### config.mk
export PLATFORM = sky130hd
export DESIGN_NAME = dn_mem_bridge
export DESIGN_NICKNAME = d
export VERILOG_FILES = /design/src/rtl/dn_mem_bridge.sv
export SDC_FILE = /design/constraint.sdc
export NUM_CORES = 1
export LEC_CHECK = 0
export ABC_AREA = 1
export BUFFER_PORTS_ARGS = -buffer_cell sky130_fd_sc_hd__buf_2
export CAP_MARGIN = 10
export CELL_PAD_IN_SITES_DETAIL_PLACEMENT = 2
export CELL_PAD_IN_SITES_GLOBAL_PLACEMENT = 2
export CORE_MARGIN = 1.5
export CORE_UTILIZATION = 37
export DETAILED_ROUTE_END_ITERATION = 6
export HOLD_SLACK_MARGIN = 0.1
export PLACE_DENSITY = 0.84
export SLEW_MARGIN = 25
export SYNTH_ARGS = -nofsm -noshare
export SYNTH_HDL_FRONTEND = slang
export SYNTH_SLANG_ARGS = --single-unit
### constraint.sdc
create_clock -name clk_sys -period 3 [get_ports clk_sys]
set_clock_uncertainty 0.05 [all_clocks]
set_input_delay 0.6 -clock clk_sys [delete_from_list [all_inputs] [get_ports clk_sys]]
set_output_delay 0.6 -clock clk_sys [all_outputs]
set_load 0.1 [all_outputs]
### src/rtl/dn_mem_bridge.sv
// Boot-loader download bridge: turns loader strobes into single-byte SDRAM requests
// through a small command FIFO, checksums traffic and hands the CPU its start address.
//
// state  | meaning
// S_IDLE | waiting for a queued command, or for a pending execute once the queue drains
// S_REQ  | one memory request outstanding; ack timer running
// S_EXEC | single pc_load cycle; checksum comparison latched into verify_err
module dn_mem_bridge #(
  parameter int                FIFO_DEPTH  = 4,
  parameter int                ADDR_W      = 22,
  parameter logic [ADDR_W-1:0] BASE_ADDR   = '0,
  parameter int                ACK_TIMEOUT = 255
) (
  input  logic              clk_sys,
  input  logic              reset_n,
  input  logic              dn_go,
  input  logic              dn_wr,
  input  logic              dn_rd,
  input  logic [15:0]       dn_addr,
  input  logic [7:0]        dn_data,
  input  logic              execute_enable,
  input  logic [15:0]       execute_addr,
  input  logic              sdram_ready,
  output logic              mem_req,
  output logic              mem_we,
  output logic [ADDR_W-1:0] mem_addr,
  output logic [7:0]        mem_wdata,
  input  logic              mem_ack,
  input  logic [7:0]        mem_rdata,
  output logic              cpu_hold,
  output logic              pc_load,
  output logic [15:0]       pc_value,
  output logic [15:0]       wr_sum,
  output logic [15:0]       rd_sum,
  output logic              verify_err,
  output logic              fault,
  output logic              busy
);

  localparam int PTR_W = $clog2(FIFO_DEPTH);
  localparam int TMR_W = $clog2(ACK_TIMEOUT + 1);
  localparam logic [PTR_W:0] PTR_ONE = (PTR_W + 1)'(1);
  localparam logic [TMR_W-1:0] TMR_ONE = TMR_W'(1);
  localparam logic [TMR_W-1:0] TMR_LOAD = TMR_W'(ACK_TIMEOUT - 1);

  typedef enum logic [1:0] {S_IDLE, S_REQ, S_EXEC} state_t;

  state_t state, state_nxt;

  logic dn_go_q, dn_wr_q, dn_rd_q, exec_q;
  logic go_rise, wr_edge, rd_edge, exec_edge;

  logic              push_q, push_we;
  logic [ADDR_W-1:0] push_addr;
  logic [7:0]        push_data;

  logic              fifo_we   [FIFO_DEPTH];
  logic [ADDR_W-1:0] fifo_addr [FIFO_DEPTH];
  logic [7:0]        fifo_data [FIFO_DEPTH];
  logic [PTR_W:0]    wr_ptr, rd_ptr;
  logic              fifo_empty, fifo_full, fifo_push, overflow;

  logic             pop, req_done, req_timeout, enter_exec;
  logic             exec_pend;
  logic [TMR_W-1:0] tmr;

  assign go_rise   = dn_go & ~dn_go_q;
  assign wr_edge   = dn_go & dn_wr & ~dn_wr_q;
  assign rd_edge   = dn_go & dn_rd & ~dn_rd_q;
  assign exec_edge = execute_enable & ~exec_q;

  always_ff @(posedge clk_sys or negedge reset_n) begin
    if (!reset_n) begin
      dn_go_q <= 1'b0;
      dn_wr_q <= 1'b0;
      dn_rd_q <= 1'b0;
      exec_q  <= 1'b0;
    end else begin
      dn_go_q <= dn_go;
      dn_wr_q <= dn_wr;
      dn_rd_q <= dn_rd;
      exec_q  <= execute_enable;
    end
  end

  // A write edge wins over a read edge in the same cycle; the read is lost.
  always_ff @(posedge clk_sys or negedge reset_n) begin
    if (!reset_n) begin
      push_q    <= 1'b0;
      push_we   <= 1'b0;
      push_addr <= '0;
      push_data <= '0;
    end else begin
      push_q <= wr_edge | rd_edge;
      if (wr_edge | rd_edge) begin
        push_we   <= wr_edge;
        push_addr <= BASE_ADDR + ADDR_W'(dn_addr);
        push_data <= dn_data;
      end
    end
  end

  assign fifo_empty = (wr_ptr == rd_ptr);
  assign fifo_full  = (wr_ptr[PTR_W] != rd_ptr[PTR_W]) &&
                      (wr_ptr[PTR_W-1:0] == rd_ptr[PTR_W-1:0]);
  assign fifo_push  = push_q & ~fifo_full;
  assign overflow   = push_q & fifo_full;

  always_ff @(posedge clk_sys) begin
    if (fifo_push) begin
      fifo_we[wr_ptr[PTR_W-1:0]]   <= push_we;
      fifo_addr[wr_ptr[PTR_W-1:0]] <= push_addr;
      fifo_data[wr_ptr[PTR_W-1:0]] <= push_data;
    end
  end

  always_ff @(posedge clk_sys or negedge reset_n) begin
    if (!reset_n) begin
      wr_ptr <= '0;
      rd_ptr <= '0;
    end else begin
      if (fifo_push) wr_ptr <= wr_ptr + PTR_ONE;
      if (pop)       rd_ptr <= rd_ptr + PTR_ONE;
    end
  end

  always_ff @(posedge clk_sys or negedge reset_n) begin
    if (!reset_n) state <= S_IDLE;
    else          state <= state_nxt;
  end

  // Execute waits for the staging register too, so a just-seen strobe is never overtaken.
  always_comb begin
    state_nxt   = state;
    pop         = 1'b0;
    req_done    = 1'b0;
    req_timeout = 1'b0;
    enter_exec  = 1'b0;
    case (state)
      S_IDLE: begin
        if (!fifo_empty && sdram_ready) begin
          pop       = 1'b1;
          state_nxt = S_REQ;
        end else if (exec_pend && fifo_empty && !push_q) begin
          enter_exec = 1'b1;
          state_nxt  = S_EXEC;
        end
      end
      S_REQ: begin
        if (mem_ack) begin
          req_done  = 1'b1;
          state_nxt = S_IDLE;
        end else if (tmr == '0) begin
          req_timeout = 1'b1;
          state_nxt   = S_IDLE;
        end
      end
      S_EXEC:  state_nxt = S_IDLE;
      default: state_nxt = S_IDLE;
    endcase
  end

  assign mem_req = (state == S_REQ);
  assign pc_load = (state == S_EXEC);
  assign busy    = !fifo_empty || (state != S_IDLE);

  always_ff @(posedge clk_sys or negedge reset_n) begin
    if (!reset_n) begin
      mem_we    <= 1'b0;
      mem_addr  <= '0;
      mem_wdata <= '0;
      tmr       <= '0;
    end else if (pop) begin
      mem_we    <= fifo_we[rd_ptr[PTR_W-1:0]];
      mem_addr  <= fifo_addr[rd_ptr[PTR_W-1:0]];
      mem_wdata <= fifo_data[rd_ptr[PTR_W-1:0]];
      tmr       <= TMR_LOAD;
    end else if (state == S_REQ && tmr != '0) begin
      tmr <= tmr - TMR_ONE;
    end
  end

  // Session start clears everything; a fault event in that same cycle still sticks.
  always_ff @(posedge clk_sys or negedge reset_n) begin
    if (!reset_n) begin
      wr_sum     <= '0;
      rd_sum     <= '0;
      verify_err <= 1'b0;
      fault      <= 1'b0;
    end else begin
      if (go_rise) begin
        wr_sum     <= '0;
        rd_sum     <= '0;
        verify_err <= 1'b0;
        fault      <= 1'b0;
      end else if (req_done) begin
        if (mem_we) wr_sum <= wr_sum + {8'h00, mem_wdata};
        else        rd_sum <= rd_sum + {8'h00, mem_rdata};
      end
      if (overflow || req_timeout || (wr_edge && rd_edge)) fault <= 1'b1;
      if (state == S_EXEC && wr_sum != rd_sum) verify_err <= 1'b1;
    end
  end

  always_ff @(posedge clk_sys or negedge reset_n) begin
    if (!reset_n) begin
      exec_pend <= 1'b0;
      pc_value  <= '0;
      cpu_hold  <= 1'b0;
    end else begin
      if (exec_edge) begin
        exec_pend <= 1'b1;
        pc_value  <= execute_addr;
      end else if (enter_exec) begin
        exec_pend <= 1'b0;
      end
      if (go_rise)                          cpu_hold <= 1'b1;
      else if (enter_exec)                  cpu_hold <= 1'b0;
      else if (!dn_go && !busy && !push_q)  cpu_hold <= 1'b0;
    end
  end

endmodule

==> results of run 1 <==
[power by group]
part           internal, mW  leakage, nW  total [mW]  switching [mW]
logic                  1.33         2.57        6.12            4.79
clock network          1.66        0.358        2.87            1.21
registers              3.90         2.42        4.45           0.555
total                  6.89         5.35        13.4            6.56
[cell type report]
cell class / instances / area share, %
clock buffers: 40 / 5.848
well taps: 341 / 3.606
repair buffers: 151 / 6.927
clock inverters: 5 / 0.4442
flip-flops and latches: 223 / 51.40
multi-input cells: 630 / 29.34
inverters: 77 / 2.443
[worst max-delay path by stage]
stage	from	to	slack, ns
finish	rd_ptr[0]	busy	0.26
global route	rd_ptr[0]	busy	0.15
CTS	rd_ptr[0]	busy	0.20
detailed placement	rd_ptr[0]	mem_addr[14]	0.69
global placement	wr_sum[0]	wr_sum[8]	0.83
floorplan	wr_sum[0]	wr_sum[12]	0.41
[cells in the final DEF (no fill, tap or decap), types with 6 or more instances in the layout]
master and n:
nand2_1 206, nor2_1 133, buf_2 133, dfrtp_1 123, edfxtp_1 100, inv_1 73, nand3_1 58, o21ai_0 43
mux2_2 40, o32ai_1 25, clkbuf_16 25, a21oi_1 24, xnor2_1 23, ha_1 23, buf_4 15, clkbuf_1 14
xor2_1 10, conb_1 6
[sequential cells by signal, summed over array words and instances, names as in the netlist, 2 cells and up]
| register | flops |
|---|---|
| fifo_addr | 64 |
| fifo_data | 32 |
| fifo_we | 4 |
| mem_addr | 16 |
| mem_wdata | 8 |
| pc_value | 16 |
| push_addr | 16 |
| push_data | 8 |
| rd_ptr | 3 |
| rd_sum | 16 |
| state | 2 |
| tmr | 8 |
| wr_ptr | 3 |
| wr_sum | 16 |
[cell families (layout without fill, tap and decap cells)]
| kind of cell | count (synthesis) | count (layout) | synth area share (%) |
|---|---|---|---|
| mux | 40 | 40 | 4.482 |
| fa+ha+maj | 25 | 25 | 3.262 |
| xor+xnor | 35 | 35 | 3.200 |
| compound gates | 104 | 104 | 6.362 |
| buf+inv | 115 | 273 | 5.242 |
| simple gates | 420 | 420 | 16.91 |
| flops | 223 | 223 | 60.51 |
| other cells | 1 | 6 | 0.03731 |
[per-layer routing]
| metal | track usage [%] | vias up | part of all wire (%) | wire, um |
|---|---|---|---|---|
| met5 | 0 | - | 0 | 0 |
| met4 | 7.403 | 0 | 2.8 | 864 |
| met3 | 3.291 | 55 | 4.3 | 1318 |
| met2 | 42.99 | 180 | 55 | 16730 |
| met1 | 25.17 | 3888 | 38 | 11750 |
| li1 | - | 3498 | - | - |
[through the flow]
step / worst slack [ns] / total power [mW] / instance area (um2) / instances
after floorplan: 0.4143 / 9.064 / 10070 / 968
after global placement: 0.8350 / 10.24 / 11080 / 1421
after detailed placement: 0.6924 / 10.57 / 11080 / 1421
after CTS: 0.1982 / 13.62 / 11830 / 1467
after global routing: 0.1520 / 14.14 / 11830 / 1467
final: 0.2569 / 13.45 / 11830 / 1467
==> flow_metrics.tcl, run 1 <==
set metrics [dict create \
    critPathMaxStageDelay_ns 0.38 \
    vias 7621 \
    cp.depth 7 \
    synth_most_common_cell "nand2_1" \
    synth_flop_cell "dfrtp_1" \
    firstDrtPassIters 4 \
    syn_avg_cell_area_um2 10.44 \
    multi_input_area_um2 3471 \
    cp_num_buf_inv 3 \
    setup_viol 0 \
    synthDistinctLibCells 35 \
    synth_area_leaders "dfrtp_1 31%, edfxtp_1 30%, nand2_1 7.7%" \
    relSlewSlack_pct 47.25 \
    r2r-end "mem_wdata[1]" \
    grt_pass1_vias 8716 \
    initial_core_util_pct 37.50 \
    synthTopCellsByCount "206 x nand2_1, 137 x nor2_1, 123 x dfrtp_1" \
    yosys.area.top_type "dfrtp_1" \
    yosys.area.top_type_share_pct 30.63 \
    drive_above_1_share_pct 21.31 \
    path_cells "buf_4 > xor2_2 > nor2_2 > nand2_2 > nor2_1 > inv_1 > buf_2" \
    critPathRequiredTime_ns 2.35 \
    r2r-start "rd_ptr[0]" \
    layout.core_utilization_pct 44.15 \
    grt_start_max_net_pins 55 \
    core.rowCount 60 \
    die_h_um 167.8 \
    rr_worst_depth 7 \
    drc 0 \
    drv_cap 0 \
    cp-start-kind "flip-flop" \
    crit_type "flip-flop to output pin" \
    core-area_um2 26800 \
    numPortBuffers 134 \
    wl_per_cell_um 20.90 \
    period_minus_slack_ns 2.743 \
    dieArea_um2 28160 \
    cts_buffers 25 \
    irDropWorstVdd_uv 660.5 \
    nets 1189 \
    antenna_found_initial 0 \
    hold_class "input pin to flip-flop" \
    min_to "dn_wr_q" \
    fill_cells 2840 \
    die_width_um 167.8 \
    postCtsSetupBuffers 0 \
    yosysSeqAreaShare_pct 60.51 \
    viasPerCell 5.195 \
    power.leakage_nw 5.348 \
    hold_violations 0 \
    synth_edf_count 100 \
    ioPinCount 141 \
    cp_data_arrival_time_ns 2.09 \
    whs_ns 0.1511 \
    critPathMaxFanout 18 \
    htree_num_levels 1 \
    reg2reg_setup_slack_ns 0.65 \
    clkTransAtPathRegs_ns 0.06 \
    netlist_instances 963 \
    drt-total-wl_um 30660 \
    synth_area_um2 10050 \
    powerDensity_nw_per_um2 1137 \
    cts.repair.resized 0 \
    gp_congestion 0.8045 \
    min_period_over_period_pct 91.44 \
    status "complete, no violations" \
    async_flop_share_pct 55.16 \
    grtUsageTotal_pct 22.35 \
    end_kind "output pin" \
    cp_top_family "buffers and inverters" \
    yosys_warnings 0 \
    cts-root-buf "clkbuf_16" \
    finalSetupTns_ns 0 \
    rsz0062_at_grt "no" \
    dr.first_iter.drc_count 374 \
    overflow 0 \
    grt_pass1_wl_um 48730 \
    ctsHoldBuffers 1 \
    antennaDiodeCount 0 \
    ys_ff_latch 223 \
    clk_path_buf_depth 3 \
    clk_latency_ns 0.52 \
    critPathSlowestCell "dfrtp_1" \
    cts_tree "built" \
    hold_path.startpoint "dn_wr" \
    worstMarginPinSlew_ns 0.7860 \
    clock.fmax_mhz 364.5 \
    holdPathStages 1 \
    maxSlewViolCount 0 \
    final_antenna_net_count 0 \
    hpwl_um 21040 \
    ff_latch_area_um2 6081 \
    area_delta_synth_final_pct 17.73 \
    clock_sinks 223 \
]
(Power assumes the default switching activity.)
==> inputs of run 2 (changes only) <==
ABC_AREA = unset   (was 1)
CORE_UTILIZATION = 39   (was 37)
==> flow_metrics.tcl, run 2 <==
set metrics [dict create \
    status "complete, no violations" \
    vias 6618 \
    finalSetupTns_ns 0 \
    ys_ff_latch 223 \
    yosys_warnings 0 \
    placed_cells 1203 \
    grt_pass1_wl_um 45070 \
    yosys.area.top_type "dfrtp_1" \
    clkTransAtPathRegs_ns 0.06 \
    reg2reg_setup_slack_ns 0.58 \
    end_kind "output pin" \
    cts_tree "built" \
    core.rowCount 57 \
    synth_area_um2 9617 \
    min_to "exec_q" \
    min_period_over_period_pct 85.45 \
    async_flop_share_pct 55.16 \
    whs_ns 0.1587 \
    synthTopCellsByCount "181 x nand2_1, 123 x dfrtp_1, 100 x edfxtp_1" \
    grt_use_met2_pct 42.41 \
    hpwl_um 19330 \
    hold_class "input pin to flip-flop" \
    initial_core_util_pct 39.66 \
    rsz0062_at_grt "no" \
    placed_cell_area_um2 10720 \
    cts-root-buf "clkbuf_16" \
    multi_input_area_um2 3346 \
    drv_cap 0 \
    clk_latency_ns 0.51 \
    rr_worst_depth 8 \
    hold_path.startpoint "execute_enable" \
    netlist_instances 753 \
    final_common_cell "nand2_1" \
    critPathMaxFanout 4 \
    final_cell_mix "181 x nand2_1, 133 x buf_2, 122 x dfrtp_1" \
    drive_above_1_share_pct 26.38 \
    synth_area_leaders "dfrtp_1 32%, edfxtp_1 31%, nand2_1 7.1%" \
    viasPerCell 5.299 \
    grt_pass1_vias 7684 \
    ioPinCount 141 \
    htree_num_levels 1 \
    cp-start-kind "flip-flop" \
    ff_latch_area_um2 6082 \
    numPortBuffers 134 \
    power.leakage_nw 5.181 \
    largest_reg_flops 64 \
    critPathRequiredTime_ns 2.35 \
    overflow 0 \
    period_minus_slack_ns 2.563 \
    area_delta_synth_final_pct 21.12 \
    syn_avg_cell_area_um2 12.77 \
    gp_congestion 0.8685 \
    cts_buffers 25 \
    use_met3_pct 3.013 \
    maxSlewViolCount 0 \
    relSlewSlack_pct 55.40 \
    r2r-start "rd_sum[0]" \
    final_antenna_net_count 0 \
    setup_viol 0 \
    core-area_um2 24250 \
    worstMarginPinSlew_ns 0.6620 \
    clk_path_buf_depth 3 \
    powerDensity_nw_per_um2 1140 \
    fin_cells 1249 \
    synth_most_common_cell "nand2_1" \
    grtUsageTotal_pct 22.91 \
    crit_type "flip-flop to output pin" \
    postCtsSetupBuffers 0 \
    die_h_um 160.0 \
    antennaDiodeCount 0 \
    synthDistinctLibCells 58 \
    wl_per_cell_um 22.58 \
    use_met1_pct 27.42 \
    cp_data_arrival_time_ns 1.91 \
    clock.fmax_mhz 390.1 \
    hold_violations 0 \
    clock_sinks 223 \
    antenna_found_initial 0 \
    fill_cells 2434 \
    dieArea_um2 25610 \
    drt-total-wl_um 28200 \
    drc 0 \
    synth_flop_cell "dfrtp_1" \
    yosys.area.top_type_share_pct 32.01 \
    grt_start_max_net_pins 61 \
    yosysSeqAreaShare_pct 63.23 \
    synth_edf_count 100 \
    layout.core_utilization_pct 48.03 \
    die_width_um 160.0 \
    irDropWorstVdd_uv 807.0 \
    dr.first_iter.drc_count 308 \
    nets 988 \
    holdPathStages 1 \
    firstDrtPassIters 4 \
    design_area_um2 11650 \
    grt_busiest_layer "met2" \
    r2r-end "rd_sum[12]" \
]
-- run 2: cell families after synthesis --
group	after synthesis	share of synthesized area, %
and+or+nand+nor	282	13.19
other	1	0.03899
muxes	46	8.249
DFF	223	63.23
AOI/OAI and AO/OA	92	6.297
xor gates and xnor gates	37	3.370
buffers and inverters	47	2.212
adders and majority gates	25	3.409
-- run 2: what timing repair did --
item / CTS / global route
hold endpoints to repair: 58 / 0
hold buffers: 1 / 0
resized for setup: 0 / 0
-- run 2: cell type report --
| type | instances | area share [%] |
|---|---|---|
| sequential | 223 | 52.22 |
| tap | 324 | 3.481 |
| clock buffer | 27 | 5.607 |
| clock inverter | 18 | 2.256 |
| multi-input combinational | 488 | 28.72 |
| timing repair buffer | 154 | 7.230 |
| inverter | 15 | 0.4834 |
-- run 2: how the worst max path moves through the flow --
| stage | startpoint | end | slack, ns | depth (start not counted) |
|---|---|---|---|---|
| 2_1_floorplan | rd_sum[0] | rd_sum[10] | 0.21 | 8 |
| 3_3_place_gp | mem_rdata[0] | rd_sum[12] | 0.47 | 9 |
| 3_5_place_dp | mem_rdata[0] | rd_sum[10] | 0.40 | 9 |
| 4_1_cts | wr_ptr[0] | busy | 0.40 | 3 |
| 5_1_grt | rd_ptr[2] | busy | 0.33 | 3 |
| 6_report | wr_ptr[0] | busy | 0.44 | 3 |
-- run 2: critical path: stages, from the launching register on --
cell and delay [ns]:
dfrtp_1 0.43, xnor2_1 0.32, nand4_1 0.27, buf_2 0.38
-- run 2: where the power goes --
part / leakage (nW) / switching [mW] / internal (mW) / total, mW
registers: 2.44 / 0.510 / 3.85 / 4.36
clock network: 0.446 / 1.29 / 2.10 / 3.40
logic: 2.29 / 4.17 / 1.36 / 5.53
total: 5.18 / 5.97 / 7.30 / 13.3
-- run 2: stage by stage --
stage	power (mW)	worst slack (ns)
floorplan	8.518	0.2055
global placement	9.665	0.4723
detailed placement	9.925	0.3964
CTS	13.43	0.4028
global route	13.92	0.3337
finish	13.28	0.4366
-- run 2: layer usage --
metal / wire length (um) / share of wire [%]
met1: 11450 / 41
met2: 14960 / 53
met3: 986 / 3.5
met4: 799 / 2.8
met5: 0 / 0
